## config.mk

```make
export PLATFORM = sky130hd
export DESIGN_NAME = lsu_ctrl
export DESIGN_NICKNAME = d
export VERILOG_FILES = /design/src/rtl/lsu_pkg.sv /design/src/rtl/lsu_align.sv /design/src/rtl/lsu_ctrl.sv
export SDC_FILE = /design/constraint.sdc
export NUM_CORES = 1
export LEC_CHECK = 0
export ABC_AREA = 1
export CORE_MARGIN = 8
export CORE_UTILIZATION = 25
export CTS_CLUSTER_DIAMETER = 30
export DETAILED_ROUTE_END_ITERATION = 16
export SYNTH_ARGS = -nofsm -noshare
export SYNTH_HDL_FRONTEND = slang
export SYNTH_SLANG_ARGS = --single-unit
```

## constraint.sdc

```tcl
create_clock -name clk -period 3.25 [get_ports clk]
set_clock_uncertainty 0.15 [all_clocks]
set_input_delay 0.325 -clock clk [delete_from_list [all_inputs] [get_ports clk]]
set_output_delay 0.325 -clock clk [all_outputs]
set_load 0.03 [all_outputs]
```

## src/rtl/lsu_pkg.sv

```systemverilog
// Shared types and constants for the RV32I load/store sequencer.
package lsu_pkg;

    typedef enum logic [1:0] {
        ST_IDLE = 2'd0,
        ST_REQ  = 2'd1,
        ST_DONE = 2'd2
    } state_e;

    typedef enum logic [1:0] {
        SZ_B = 2'd0,
        SZ_H = 2'd1,
        SZ_W = 2'd2
    } size_e;

    localparam logic [3:0] CAUSE_ILLEGAL = 4'd2;
    localparam logic [3:0] LD_MISALIGN   = 4'd4;
    localparam logic [3:0] LD_FAULT      = 4'd5;
    localparam logic [3:0] ST_MISALIGN   = 4'd6;
    localparam logic [3:0] ST_FAULT      = 4'd7;

endpackage

```

## src/rtl/lsu_align.sv

```systemverilog
// Byte-lane steering: byte enables, store replication, load extraction/extension
// and the misalignment check for one access.
module lsu_align
    import lsu_pkg::*;
(
    input  size_e       size_i,
    input  logic        signed_i,
    input  logic [1:0]  off_i,
    input  logic [31:0] sdata_i,
    input  logic [31:0] rdata_i,
    output logic [3:0]  be_o,
    output logic [31:0] wdata_o,
    output logic [31:0] ldata_o,
    output logic        misaligned_o
);

    logic [7:0]  byte_s;
    logic [15:0] half_s;

    // Lane selection, enables and extension for the current size/offset.
    always_comb begin
        case (off_i)
            2'd0:    byte_s = rdata_i[7:0];
            2'd1:    byte_s = rdata_i[15:8];
            2'd2:    byte_s = rdata_i[23:16];
            2'd3:    byte_s = rdata_i[31:24];
            default: byte_s = rdata_i[7:0];
        endcase
        if (off_i[1]) begin
            half_s = rdata_i[31:16];
        end else begin
            half_s = rdata_i[15:0];
        end

        case (size_i)
            SZ_B: begin
                be_o         = 4'b0001 << off_i;
                wdata_o      = {4{sdata_i[7:0]}};
                ldata_o      = signed_i ? {{24{byte_s[7]}}, byte_s} : {24'd0, byte_s};
                misaligned_o = 1'b0;
            end
            SZ_H: begin
                be_o         = 4'b0011 << off_i;
                wdata_o      = {2{sdata_i[15:0]}};
                ldata_o      = signed_i ? {{16{half_s[15]}}, half_s} : {16'd0, half_s};
                misaligned_o = off_i[0];
            end
            SZ_W: begin
                be_o         = 4'b1111;
                wdata_o      = sdata_i;
                ldata_o      = rdata_i;
                misaligned_o = (off_i != 2'd0);
            end
            default: begin
                be_o         = 4'b1111;
                wdata_o      = sdata_i;
                ldata_o      = rdata_i;
                misaligned_o = 1'b0;
            end
        endcase
    end

endmodule

```

## src/rtl/lsu_ctrl.sv

```systemverilog
// Multi-cycle load/store sequencer: decodes one memory op, runs a single
// req/ack bus transfer, and reports a writeback result or a synchronous exception.
module lsu_ctrl
    import lsu_pkg::*;
#(
    parameter int TIMEOUT_CYC = 64,
    parameter int CNT_W       = 7
) (
    input  logic        clk,
    input  logic        rst_n,
    input  logic        req_valid,
    output logic        req_ready,
    input  logic        is_lb,
    input  logic        is_lh,
    input  logic        is_lw,
    input  logic        is_lbu,
    input  logic        is_lhu,
    input  logic        is_sb,
    input  logic        is_sh,
    input  logic        is_sw,
    input  logic [31:0] base,
    input  logic [31:0] offset,
    input  logic [31:0] store_data,
    input  logic [4:0]  rd_in,
    output logic        mem_req,
    output logic        mem_we,
    output logic [31:0] mem_addr,
    output logic [3:0]  mem_be,
    output logic [31:0] mem_wdata,
    input  logic        mem_ack,
    input  logic [31:0] mem_rdata,
    input  logic        mem_err,
    output logic        done_valid,
    output logic        wb_en,
    output logic [4:0]  wb_rd,
    output logic [31:0] wb_data,
    output logic        exc_valid,
    output logic [3:0]  exc_cause,
    output logic [31:0] exc_tval
);

    state_e           state_q;
    logic [31:0]      ea_q;
    logic [4:0]       rd_q;
    size_e            size_q;
    logic             signed_q;
    logic             we_q;
    logic [CNT_W-1:0] cnt_q;
    logic [CNT_W-1:0] cnt_d;

    logic [7:0]  strobes_s;
    logic        legal_s;
    size_e       dec_size_s;
    logic        dec_signed_s;
    logic        dec_we_s;
    logic [31:0] ea_s;

    size_e       al_size_s;
    logic        al_signed_s;
    logic [1:0]  al_off_s;
    logic [3:0]  al_be_s;
    logic [31:0] al_wdata_s;
    logic [31:0] al_ldata_s;
    logic        al_mis_s;

    // Decode the strobes and form the effective address of the presented op.
    always_comb begin
        strobes_s    = {is_lb, is_lh, is_lw, is_lbu, is_lhu, is_sb, is_sh, is_sw};
        legal_s      = (strobes_s != 8'd0) && ((strobes_s & (strobes_s - 8'd1)) == 8'd0);
        dec_signed_s = is_lb | is_lh;
        dec_we_s     = is_sb | is_sh | is_sw;
        ea_s         = base + offset;
        if (is_lw || is_sw) begin
            dec_size_s = SZ_W;
        end else if (is_lh || is_lhu || is_sh) begin
            dec_size_s = SZ_H;
        end else begin
            dec_size_s = SZ_B;
        end
        cnt_d = cnt_q + CNT_W'(1);
    end

    // The aligner sees the live op while idle (bus setup) and the captured op afterwards (load extension).
    always_comb begin
        if (state_q == ST_IDLE) begin
            al_size_s   = dec_size_s;
            al_signed_s = dec_signed_s;
            al_off_s    = ea_s[1:0];
        end else begin
            al_size_s   = size_q;
            al_signed_s = signed_q;
            al_off_s    = ea_q[1:0];
        end
    end

    lsu_align u_align (
        .size_i       (al_size_s),
        .signed_i     (al_signed_s),
        .off_i        (al_off_s),
        .sdata_i      (store_data),
        .rdata_i      (mem_rdata),
        .be_o         (al_be_s),
        .wdata_o      (al_wdata_s),
        .ldata_o      (al_ldata_s),
        .misaligned_o (al_mis_s)
    );

    // Sequencer FSM with all outputs registered.
    always_ff @(posedge clk or negedge rst_n) begin
        if (!rst_n) begin
            state_q    <= ST_IDLE;
            ea_q       <= 32'd0;
            rd_q       <= 5'd0;
            size_q     <= SZ_B;
            signed_q   <= 1'b0;
            we_q       <= 1'b0;
            cnt_q      <= '0;
            req_ready  <= 1'b0;
            mem_req    <= 1'b0;
            mem_we     <= 1'b0;
            mem_addr   <= 32'd0;
            mem_be     <= 4'd0;
            mem_wdata  <= 32'd0;
            done_valid <= 1'b0;
            wb_en      <= 1'b0;
            wb_rd      <= 5'd0;
            wb_data    <= 32'd0;
            exc_valid  <= 1'b0;
            exc_cause  <= 4'd0;
            exc_tval   <= 32'd0;
        end else begin
            case (state_q)
                ST_IDLE: begin
                    done_valid <= 1'b0;
                    wb_en      <= 1'b0;
                    exc_valid  <= 1'b0;
                    if (req_valid && req_ready) begin
                        req_ready <= 1'b0;
                        ea_q      <= ea_s;
                        rd_q      <= rd_in;
                        size_q    <= dec_size_s;
                        signed_q  <= dec_signed_s;
                        we_q      <= dec_we_s;
                        if (!legal_s) begin
                            state_q    <= ST_DONE;
                            done_valid <= 1'b1;
                            exc_valid  <= 1'b1;
                            exc_cause  <= CAUSE_ILLEGAL;
                            exc_tval   <= 32'd0;
                        end else if (al_mis_s) begin
                            state_q    <= ST_DONE;
                            done_valid <= 1'b1;
                            exc_valid  <= 1'b1;
                            exc_cause  <= dec_we_s ? ST_MISALIGN : LD_MISALIGN;
                            exc_tval   <= ea_s;
                        end else begin
                            state_q   <= ST_REQ;
                            mem_req   <= 1'b1;
                            mem_we    <= dec_we_s;
                            mem_addr  <= {ea_s[31:2], 2'b00};
                            mem_be    <= al_be_s;
                            mem_wdata <= al_wdata_s;
                            cnt_q     <= '0;
                        end
                    end else begin
                        req_ready <= 1'b1;
                    end
                end
                ST_REQ: begin
                    // Error takes priority over a simultaneous ack; timeout is reported as a bus fault.
                    if (mem_err || (!mem_ack && (cnt_d == CNT_W'(TIMEOUT_CYC)))) begin
                        state_q    <= ST_DONE;
                        mem_req    <= 1'b0;
                        done_valid <= 1'b1;
                        exc_valid  <= 1'b1;
                        exc_cause  <= we_q ? ST_FAULT : LD_FAULT;
                        exc_tval   <= ea_q;
                    end else if (mem_ack) begin
                        state_q    <= ST_DONE;
                        mem_req    <= 1'b0;
                        done_valid <= 1'b1;
                        wb_en      <= !we_q;
                        wb_rd      <= rd_q;
                        wb_data    <= al_ldata_s;
                    end else begin
                        cnt_q <= cnt_d;
                    end
                end
                ST_DONE: begin
                    state_q    <= ST_IDLE;
                    done_valid <= 1'b0;
                    wb_en      <= 1'b0;
                    exc_valid  <= 1'b0;
                    req_ready  <= 1'b1;
                end
                default: begin
                    state_q    <= ST_IDLE;
                    mem_req    <= 1'b0;
                    done_valid <= 1'b0;
                    wb_en      <= 1'b0;
                    exc_valid  <= 1'b0;
                    req_ready  <= 1'b0;
                end
            endcase
        end
    end

endmodule

```

Word-level counts from Yosys, hierarchy flattened
Cells that the tools add are included.
{"block": "word_totals", "inputBits": 146, "register_bits": 195, "wordCells": 129}
{"block": "classes", "muxes": 56, "reduce_logical": 24, "bitwise_logic": 7, "shifts": 2, "add_sub_neg": 3, "n_eq_ne": 17}
{"cell": "$mux W32", "n": 6}
{"cell": "$pmux W32 S2", "n": 3}
{"cell": "$mux W7", "n": 5}
{"cell": "$add A32 B32 Y32", "n": 1}
{"cell": "$pmux W8 S4", "n": 1}
{"cell": "$mux W2", "n": 10}
{"cell": "$mux W1", "n": 17}
{"cell": "$mux W16", "n": 1}
{"cell": "$mux W4", "n": 4}
{"cell": "$pmux W4 S2", "n": 2}
{"cell": "$pmux W7 S2", "n": 1}
{"cell": "$ne A2 B2 Y1 const B", "n": 6}
{"cell": "$and A8 B8 Y8", "n": 1}
{"cell": "$eq A2 B2 Y1 const B", "n": 4}
{"cell": "$logic_not A8 Y1", "n": 1}
{"cell": "$reduce_and A4 Y1", "n": 2}
{"cell": "$reduce_bool A8 Y1", "n": 1}
{"cell": "$sub A8 B1 Y8 const B", "n": 1}
{"cell": "$add A7 B1 Y7 const B", "n": 1}
{"cell": "$eq A7 B7 Y1 const B", "n": 1}
{"cell": "$eq A2 B1 Y1 const B", "n": 3}
{"cell": "$logic_not A2 Y1", "n": 3}
{"cell": "$ne A3 B3 Y1 const B", "n": 2}
{"cell": "$pmux W1 S2", "n": 3}
{"cell": "15 further kinds", "n": 29}

Logic depth before layout (Yosys ltp)
Gate-level depths: netlist of the first run.
{"block": "logic_depth", "word_depth": 11, "depth_mapped": 16}

Cells and area by module
A second synthesis of the first run with hierarchy kept.
{"block": "hier_totals", "hier_cells": 1681, "area_unflattened_um2": 11845.1}
{"module": "lsu_ctrl", "cells_per_inst": 1417, "area_per_inst_um2": 10456.3, "instances": 1}
{"module": "lsu_align", "cells_per_inst": 264, "area_per_inst_um2": 1388.8, "instances": 1}

Worst setup path before layout of the first run
No wires, ideal clock.
{"block": "synth_path", "path_type": "register to register", "start": "register state_q[1]", "end": "register wb_data[16]", "setup_slack_ns": 0.625, "period_less_slack_ns": 2.625, "setup_ns": 0.063, "arrival_ns": 2.413, "n_path_buf": 3, "path_stages_with_launch": 14, "path_cell_list": "dfrtp_1 > nor2_4 > inv_2 > a21oi_1 > inv_1 > ha_1 > clkbuf_1 > nor2_1 > clkbuf_1 > clkbuf_1 > a21oi_1 > nand3_1 > nand2_1 > inv_1"}
{"block": "synth_between", "elab_chain_cells": 6, "elab_cells_between_ends": 17, "cone_classes": "eq/ne: 5; mux: 8; reduce/logical: 4"}
{"element": "start: declaration", "line": "lsu_ctrl.sv:42", "source": "state_e state_q;"}
{"element": "start signal: assignment", "line": "lsu_ctrl.sv:111", "source": "state_q <= ST_IDLE;"}
{"element": "start signal: assignment", "line": "lsu_ctrl.sv:145", "source": "state_q <= ST_DONE;"}
{"element": "start signal: assignment", "line": "lsu_ctrl.sv:151", "source": "state_q <= ST_DONE;"}
{"element": "$logic_not A2 Y1", "line": "lsu_ctrl.sv:85", "source": "if (state_q == ST_IDLE) begin"}
{"element": "$mux W2", "line": "lsu_ctrl.sv:85"}
{"element": "$eq A2 B2 Y1, or another cell as far along", "line": "lsu_align.sv:22", "source": "case (off_i)"}
{"element": "$pmux W8 S4", "line": "lsu_align.sv:22"}
{"element": "$mux W32", "line": "lsu_align.sv:39", "source": "ldata_o = signed_i ? {{24{byte_s[7]}}, byte_s} : {24'd0, byte_s};"}
{"element": "$pmux W32 S2", "line": "lsu_align.sv:35", "source": "case (size_i)"}
{"element": "end signal: assignment", "line": "lsu_ctrl.sv:184", "source": "wb_data <= al_ldata_s;"}
{"element": "end: declaration", "line": "lsu_ctrl.sv:36", "source": "output logic [31:0] wb_data,"}
Parallel ways exist; a longest one is shown, timed or not.
A chain may end at the register's enable or synchronous reset.

Worst setup path after layout of the first run
{"block": "layout_path", "start": "register state_q[1]", "end": "register exc_tval[11]"}
{"block": "layout_between", "elab_chain_cells": 6, "elab_cells_between_ends": 14, "cone_classes": "eq/ne: 6; mux: 4; reduce/logical: 4"}
{"element": "$logic_not A2 Y1", "line": "lsu_ctrl.sv:85, lsu_ctrl.sv:132"}
{"element": "$mux W2", "line": "lsu_ctrl.sv:85"}
{"element": "$eq A2 B2 Y1, or another cell as far along", "line": "lsu_align.sv:35"}
{"element": "$pmux W1 S2", "line": "lsu_align.sv:35"}
{"element": "$ne A3 B3 Y1 (no line)"}
{"element": "$reduce_and A4 Y1 (no line)"}
{"element": "end signal: assignment", "line": "lsu_ctrl.sv:155", "source": "exc_tval <= ea_s;"}
{"element": "end signal: assignment", "line": "lsu_ctrl.sv:177", "source": "exc_tval <= ea_q;"}
{"element": "end: declaration", "line": "lsu_ctrl.sv:39", "source": "output logic [31:0] exc_tval"}
Parallel ways exist; a longest one is shown, timed or not.

==> results.cfg, run 1 <==
[logic_synthesis]
netlist_area_sq_um = 11470
synth_ff_type = dfrtp_1
ys_ff_latch = 194
ys_seq_area_frac = 0.4232
synthTopCellsByArea = dfrtp_1 42%, nand2_1 22%, inv_1 6.1%
synth_cell_types = 45
syn_inst = 1619
synth_top_area_share = 0.4232
yosysMostFrequentCell = nand2_1
synthTopCellsByCount = 662 x nand2_1, 194 x dfrtp_1, 185 x inv_1
synth_top_area_cell = dfrtp_1
synth_edf_count = 0
synth_warnings = 0
async_reset_ff_frac = 1.000
avgSynthCellArea_sq_um = 7.085

[power]
finalPower_w = 0.008005
p_leak_nw = 8.109
power.density_nw_per_um2 = 503.0
ir_drop_uv = 403.8

[flow_run]
maxCapViolations = 0

[cells_and_area]
fin_util = 0.3507
drive_above_1_share = 0.06888
nets = 2102
antennaDiodeCount = 0
areaGrowthSynthToFinish_pct = 38.73

[run_status]
status = complete, no violations

[clocking]
h-tree-depth = 4
cts_resized = 0
numCtsBuffers = 17
path_clk_slew_ns = 0.08
insertion_delay_ns = 0.44
clk_path_buf_depth = 2
root_buffer = clkbuf_16
clock_sinks = 194
cts_tree = done

[timing]
fmax_mhz = 356.0
hold_viol_final = 0
setup_viol = 0
rsz0062_at_grt = false
finalCriticalPeriod_ns = 2.809
drv_slew = 0
relSlewSlack = 0.4979
min_period_over_period = 0.8644
tightestPinTransition_ns = 0.7521

[worst_setup_path]
worstPathRequired_ns = 3.48
rrSetupSlack_ns = 0.44
r2r_start = state_q[1]$_DFFE_PN0P_
critical_path.startpoint = state_q[1]$_DFFE_PN0P_
start_kind = flip-flop
crit_arrival_ns = 3.04
path_max_fanout = 32
path_class = flip-flop to flip-flop
worst_setup_path_end_kind = flip-flop

[detailed_routing]
antenna_left = 0
dr_total_vias = 11250
drt_pass1_iterations = 5
vias_per_cell = 4.444
drc = 0
drt_iter0_drc = 795
wl_per_cell_um = 16.47
postRouteWirelength_um = 41670

[floorplanning]
core_area_sq_um = 45380
die_h_um = 230.2
die_x_um = 230.2
rows = 78
die-area_sq_um = 52990
pin_count = 293
initial_core_util = 0.2528

[global_route]
antenna_found_initial = 0
grt_max_degree = 73
grt-ovfl-total = 0
track_usage = 0.1544
grt_pass1_vias = 11220
grt_pass1_wl_um = 64940

[place]
hpwlAfterDp_um = 32840
place_congestion = 0.9079
portBuffers = 289

[min_path]
hold_path_class = input port to async pin
## cells by family after synthesis
group | count (synthesis) | share of synthesized area
simple gates | 861 | 0.3090
buf+inv | 256 | 0.09337
compound gates | 249 | 0.1170
flops | 194 | 0.4232
fa+ha+maj | 37 | 0.04101
xor+xnor | 21 | 0.01603
other cells | 1 | 0.0003269
## cell usage in the layout (no fill, tap or decap), types with 5 or more instances in the layout
cell / netlist / final
a21oi_1: 80 / 80
a31oi_1: 6 / 6
and2_1: 11 / 11
buf_12: 0 / 8
buf_4: 11 / 42
clkbuf_16: 0 / 17
clkdlybuf4s50_1: 0 / 288
dfrtp_1: 194 / 194
ha_1: 36 / 36
inv_1: 185 / 185
inv_2: 8 / 8
nand2_1: 662 / 662
nand3_1: 63 / 63
nand3b_1: 10 / 10
nor2_1: 64 / 61
nor2_4: 4 / 5
nor3_1: 6 / 6
o211ai_1: 10 / 10
o21ai_0: 126 / 126
o21ai_1: 9 / 9
o22a_1: 6 / 6
or2_2: 23 / 23
xor2_1: 18 / 18
## worst paths after layout
kind,end,cells past startpoint
hold reg to reg,exc_tval[28]$_DFFE_PN0P_,2
min in group clk,rd_q[3]$_DFFE_PN0P_,3
setup / recovery,exc_tval[11]$_DFFE_PN0P_,14
setup reg to reg,exc_tval[11]$_DFFE_PN0P_,14
hold / removal,wb_data[29]$_DFFE_PN0P_,2
max in group asynchronous,mem_wdata[19]$_DFFE_PN0P_,3
## worst max-delay path: stages (launching register included)
cell and delay, ns:
dfrtp_1 0.43, nor2_4 0.29, inv_2 0.14, nor2_1 0.12, a21oi_1 0.07, inv_1 0.09
ha_1 0.27, inv_2 0.06, o21bai_2 0.15, nand3_2 0.09, nand3_2 0.10, nand3_2 0.09
inv_2 0.47, nand2_1 0.14, nand2_1 0.08
## state kept, by name, summed over array words and instances, names as in the netlist, 3 cells and up
signal / flops
exc_cause: 3
exc_tval: 32
cnt_q: 7
wb_rd: 5
rd_q: 5
ea_q: 32
mem_wdata: 32
mem_be: 4
mem_addr: 30
wb_data: 32
## repair_timing
item                                    in CTS  in global routing
endpoints found under the hold margin       68                  0
endpoints found under the setup margin       0                  0
buffers inserted                             0                  0
hold buffers                                 1                  0
## stage by stage
step           area, sq um  std cells  hold WS (ns)  setup TNS (ns)  setup slack, ns
2_1_floorplan        11480       1621       -0.1206               0           0.6247
3_3_place_gp         15290       2499        0.2374       -0.001817        -0.001817
3_5_place_dp         15290       2499        0.2411         -0.5511         -0.02980
4_1_cts              15910       2531        0.2770               0           0.4217
5_1_grt              15910       2531        0.3195               0           0.2129
6_report             15910       2531        0.3058               0           0.4408
## power by group
| group | switching (W) | internal, W |
|---|---|---|
| Sequential | 0.000220 | 0.00279 |
| Combinational | 0.00165 | 0.00108 |
| Clock | 0.00101 | 0.00125 |
## area by class of cell
type	count	area (sq um)
Multi-Input combinational cell	1171	5579
Inverter	195	734.5
Tap cell	600	750.7
Sequential cell	194	4855
Clock buffer	19	442.9
Clock inverter	12	170.2
Timing Repair Buffer	340	3382
Fill cell	4811	29470
## per-layer routing
| layer | share of wire | global-route usage | up-vias |
|---|---|---|---|
| li1 | - | - | 5663 |
| met1 | 0.45 | 0.1972 | 5211 |
| met2 | 0.47 | 0.2604 | 339 |
| met3 | 0.064 | 0.03583 | 35 |
| met4 | 0.015 | 0.03841 | 0 |
| met5 | 0 | 0 | - |
Power figures use the tool's default switching activity.
==> run 2: changes to the inputs <==
--- a/config.mk
+++ b/config.mk
@@ -6,10 +6,13 @@
 export NUM_CORES = 1
 export LEC_CHECK = 0
 export ABC_AREA = 1
+export CELL_PAD_IN_SITES_DETAIL_PLACEMENT = 0
+export CELL_PAD_IN_SITES_GLOBAL_PLACEMENT = 1
 export CORE_MARGIN = 8
 export CORE_UTILIZATION = 25
 export CTS_CLUSTER_DIAMETER = 30
 export DETAILED_ROUTE_END_ITERATION = 16
+export PLACE_DENSITY_LB_ADDON = 0.1
 export SYNTH_ARGS = -nofsm -noshare
 export SYNTH_HDL_FRONTEND = slang
 export SYNTH_SLANG_ARGS = --single-unit
==> results.cfg, run 2 (same netlist as run 1, synthesis figures left out) <==
[cells_and_area]
areaGrowthSynthToFinish_pct = 38.69
fin_util = 0.3506
regArea_sq_um = 4855
multiInputGateArea_sq_um = 5579
nets = 2095
final_cell_mix = 662 x nand2_1, 288 x clkdlybuf4s50_1, 194 x dfrtp_1
stdcell_area_sq_um = 15910
instances_no_fill = 2525
drive_above_1_share = 0.06545
mostFrequentLayoutCell = nand2_1
antennaDiodeCount = 0
n_fill_cell = 4909

[global_route]
grt_max_degree = 84
grt_pass1_vias = 11500
grt_busiest_layer = met2
track_usage = 0.1655
antenna_found_initial = 0
grt_use_met2 = 0.2923
grt_pass1_wl_um = 68520
grt_use_met3 = 0.03275
grt_util_met1 = 0.2050
grt-ovfl-total = 0

[floorplanning]
die_h_um = 230.2
die-area_sq_um = 52990
rows = 78
pin_count = 293
core_area_sq_um = 45380
initial_core_util = 0.2528
die_x_um = 230.2

[power]
internal-power_w = 0.005193
p_clk_frac = 0.291
power.switching_w = 0.002892
p_leak_nw = 8.091
share_comb_of_total_power = 0.338
sw_frac_of_total = 0.3577
ir_drop_uv = 396.3
power_frac_seq = 0.372
power.density_nw_per_um2 = 508.2

[detailed_routing]
antenna_left = 0
postRouteWirelength_um = 44260
drt_pass1_iterations = 5
drt_iter0_drc = 687
wl_per_cell_um = 17.53
vias_per_cell = 4.385
drc = 0
dr_total_vias = 11070

[timing]
drv_slew = 0
timing.setup.tns_ns = 0
hold_viol_final = 0
setup_viol = 0
fmax_mhz = 371.8
tightestPinTransition_ns = 0.7758
relSlewSlack = 0.4821
finalCriticalPeriod_ns = 2.690
rsz0062_at_grt = false
min_period_over_period = 0.8276

[clocking]
insertion_delay_ns = 0.45
path_clk_slew_ns = 0.08
clk_path_buf_depth = 2
clock_sinks = 194
numCtsBuffers = 17
cts_tree = done
cts_resized = 0
h-tree-depth = 4
postCtsSetupBuffers = 0
root_buffer = clkbuf_16

[place]
hpwlAfterDp_um = 34590
portBuffers = 289
place_area_sq_um = 15260
place_congestion = 0.8436
placed_cells = 2492

[flow_run]
maxCapViolations = 0

[worst_setup_path]
crit_arrival_ns = 2.87
worst_setup_path_end_kind = flip-flop
path_class = flip-flop to flip-flop
start_kind = flip-flop
path_max_fanout = 16
worstPathRequired_ns = 3.43

[min_path]
hold_path_class = input port to flip-flop

[run_status]
status = complete, no violations
==> run 2: layout make-up <==
type | instances | share of cell area
Timing Repair Buffer | 333 | 0.2109
Multi-Input combinational cell | 1171 | 0.3507
Inverter | 195 | 0.04617
Tap cell | 600 | 0.04719
Clock inverter | 11 | 0.01101
Clock buffer | 21 | 0.02894
Sequential cell | 194 | 0.3052
==> run 2: worst max-delay path, stage by stage, from the launching register on <==
cell and delay [ns]:
dfrtp_1 0.42, nor2_4 0.30, inv_2 0.14, a21oi_1 0.23, inv_1 0.09, ha_1 0.25
nor2_2 0.25, clkinv_1 0.20, buf_4 0.24, o21ai_0 0.19, o21ai_1 0.10
==> run 2: metrics by stage <==
| step | power [W] | hold slack [ns] | setup WS [ns] |
|---|---|---|---|
| floorplan | 0.004533 | -0.1206 | 0.6247 |
| global placement | 0.005811 | 0.3044 | 0.06612 |
| detailed placement | 0.005820 | 0.3025 | 0.07854 |
| CTS | 0.008220 | 0.2971 | 0.5427 |
| global route | 0.008586 | 0.3209 | 0.3282 |
| finish | 0.008085 | 0.3114 | 0.5602 |
==> run 2: path summary, 6_finish.rpt <==
kind                                          start                        end  slack [ns]  depth (start not counted)
setup / recovery             state_q[1]$_DFFE_PN0P_  mem_wdata[16]$_DFFE_PN0P_        0.56                         10
hold / removal                             rd_in[1]        rd_q[1]$_DFFE_PN0P_        0.31                          3
setup reg to reg             state_q[1]$_DFFE_PN0P_  mem_wdata[16]$_DFFE_PN0P_        0.56                         10
hold reg to reg            exc_tval[24]$_DFFE_PN0P_   exc_tval[24]$_DFFE_PN0P_        0.33                          2
max in group asynchronous                     rst_n   exc_tval[21]$_DFFE_PN0P_        1.80                          3
min in group asynchronous                     rst_n  mem_wdata[18]$_DFFE_PN0P_        0.33                          2
==> run 2: power groups by stage <==
stage	Combinational (W)	Clock, W	Sequential (W)
floorplan	0.00109	0	0.00344
global placement	0.00276	0	0.00305
detailed placement	0.00277	0	0.00305
CTS	0.00278	0.00243	0.00301
global route	0.00301	0.00252	0.00306
finish	0.00273	0.00235	0.00300
==> run 2: per-layer routing <==
metal / part of all wire / vias to the layer above
li1: - / 5657
met1: 0.45 / 5140
met2: 0.50 / 244
met3: 0.042 / 31
met4: 0.015 / 0
met5: 0 / -
==> run 2: what timing repair did <==
item,4_1_cts,5_1_grt
hold endpoints to repair,78,0
endpoints found under the setup margin,0,0
hold buffers,1,0
==> run 3: changes to the inputs <==
==> constraint.sdc (replaced) <==
create_clock -name clk -period 2.8 [get_ports clk]
set_clock_uncertainty 0.15 [all_clocks]
set_input_delay 0.28 -clock clk [delete_from_list [all_inputs] [get_ports clk]]
set_output_delay 0.28 -clock clk [all_outputs]
set_load 0.03 [all_outputs]
==> results.cfg, run 3 (same netlist as run 1, synthesis figures left out) <==
[run_status]
status = complete, no violations

[global_route]
grt_pass1_vias = 11490
grt_pass1_wl_um = 69260
antenna_found_initial = 0
grt-ovfl-total = 0
track_usage = 0.1677
grt_max_degree = 74

[cells_and_area]
final_cell_mix = 662 x nand2_1, 288 x clkdlybuf4s50_1, 194 x dfrtp_1
multiInputGateArea_sq_um = 5579
fin_util = 0.3586
areaGrowthSynthToFinish_pct = 41.86
n_fill_cell = 4936
antennaDiodeCount = 0
mostFrequentLayoutCell = nand2_1
instances_no_fill = 2573
stdcell_area_sq_um = 16270
drive_above_1_share = 0.08667
nets = 2145
regArea_sq_um = 4855

[timing]
relSlewSlack = 0.4816
drv_slew = 0
setup_viol = 0
finalWorstSetupSlack_ns = 0.2348
rsz0062_at_grt = false
holdWs_ns = 0.2477
min_period_over_period = 0.9161
fmax_mhz = 389.8
hold_viol_final = 0
finalCriticalPeriod_ns = 2.565
tightestPinTransition_ns = 0.7765

[floorplanning]
core_area_sq_um = 45380
rows = 78
initial_core_util = 0.2528
die_x_um = 230.2
die_h_um = 230.2
die-area_sq_um = 52990
pin_count = 293

[power]
internal-power_w = 0.005939
p_clk_frac = 0.262
p_leak_nw = 8.315
power.density_nw_per_um2 = 568.6
ir_drop_uv = 367.5
share_comb_of_total_power = 0.362
power_frac_seq = 0.377
sw_frac_of_total = 0.3582
power.switching_w = 0.003314

[clocking]
insertion_delay_ns = 0.45
numCtsBuffers = 17
postCtsSetupBuffers = 0
root_buffer = clkbuf_16
h-tree-depth = 4
clock_sinks = 194
clk_path_buf_depth = 2
path_clk_slew_ns = 0.07
cts_tree = done
ctsHoldBuffers = 1
cts_resized = 0

[worst_setup_path]
rrSetupSlack_ns = 0.31
worst_setup_path_end_kind = flip-flop
crit_arrival_ns = 2.79
worstPathRequired_ns = 3.02
path_class = input port to flip-flop
path_max_fanout = 12
start_kind = input port

[detailed_routing]
wl_met1_um = 20430
wl_met2_um = 21720
drt_iter0_drc = 673
wl_met3_um = 1618
antenna_left = 0
wl_per_cell_um = 17.34
drc = 0
top_layer = met4
dr_total_vias = 11120
postRouteWirelength_um = 44610
drt_pass1_iterations = 5
vias_per_cell = 4.322

[place]
placed_cells = 2542
place_congestion = 0.8184
hpwlAfterDp_um = 35090
dp_slack_ns = -0.2741
portBuffers = 289
place_area_sq_um = 15710

[min_path]
hold_path_class = input port to async pin

[flow_run]
maxCapViolations = 0
-- run 3: changes by cell type in the layout (fill, tap and decap cells not counted), sizes merged --
cell    delta
buf       +50
bufinv     -3
clkinv     -2
clkbuf     +5
inv        -2
-- run 3: worst paths after layout --
path / from / to / cells past startpoint
worst max-delay path: is_lh / wb_data[12]$_DFFE_PN0P_ / 13
worst min-delay path: rst_n / mem_wdata[18]$_DFFE_PN0P_ / 2
max in group asynchronous: rst_n / cnt_q[5]$_DFFE_PN0P_ / 3
min in group clk: rd_in[1] / rd_q[1]$_DFFE_PN0P_ / 3
worst max register to register: state_q[1]$_DFFE_PN0P_ / wb_data[12]$_DFFE_PN0P_ / 12
worst min register to register: ea_q[4]$_DFFE_PN0P_ / ea_q[4]$_DFFE_PN0P_ / 2
-- run 3: critical path: stages --
cell	delay, ns
clkdlybuf4s50_1	0.42
o31ai_1	0.53
nand2_1	0.08
o21ai_0	0.13
inv_1	0.08
ha_1	0.22
buf_4	0.15
nor2_2	0.20
buf_4	0.25
a21oi_1	0.08
o21ai_0	0.13
inv_1	0.08
a21oi_1	0.14
-- run 3: per-layer routing --
layer	up-vias	track usage
met1	5112	0.2142
li1	5738	-
met3	37	0.02721
met5	-	0
met2	233	0.2879
met4	0	0.04950
-- run 3: power by group through the flow --
stage                     Combinational [W]  Clock [W]  Sequential (W)
after floorplan                     0.00127          0         0.00399
after global placement              0.00338          0         0.00354
after detailed placement            0.00339          0         0.00354
after CTS                           0.00340    0.00254         0.00349
after global routing                0.00369    0.00262         0.00354
final                               0.00335    0.00242         0.00348
-- run 3: area by class of cell --
class | count | area share
clock buffers | 26 | 0.03068
well taps | 600 | 0.04613
inverters | 195 | 0.04513
repair buffers | 383 | 0.2338
multi-input cells | 1171 | 0.3428
clock inverters | 4 | 0.003076
flip-flops and latches | 194 | 0.2983
-- run 3: through the flow --
stage	setup TNS [ns]	power, W
6_report	0	0.009253
5_1_grt	0	0.009844
4_1_cts	0	0.009430
3_5_place_dp	-26.04	0.006930
3_3_place_gp	-22.16	0.006917
2_1_floorplan	0	0.005262
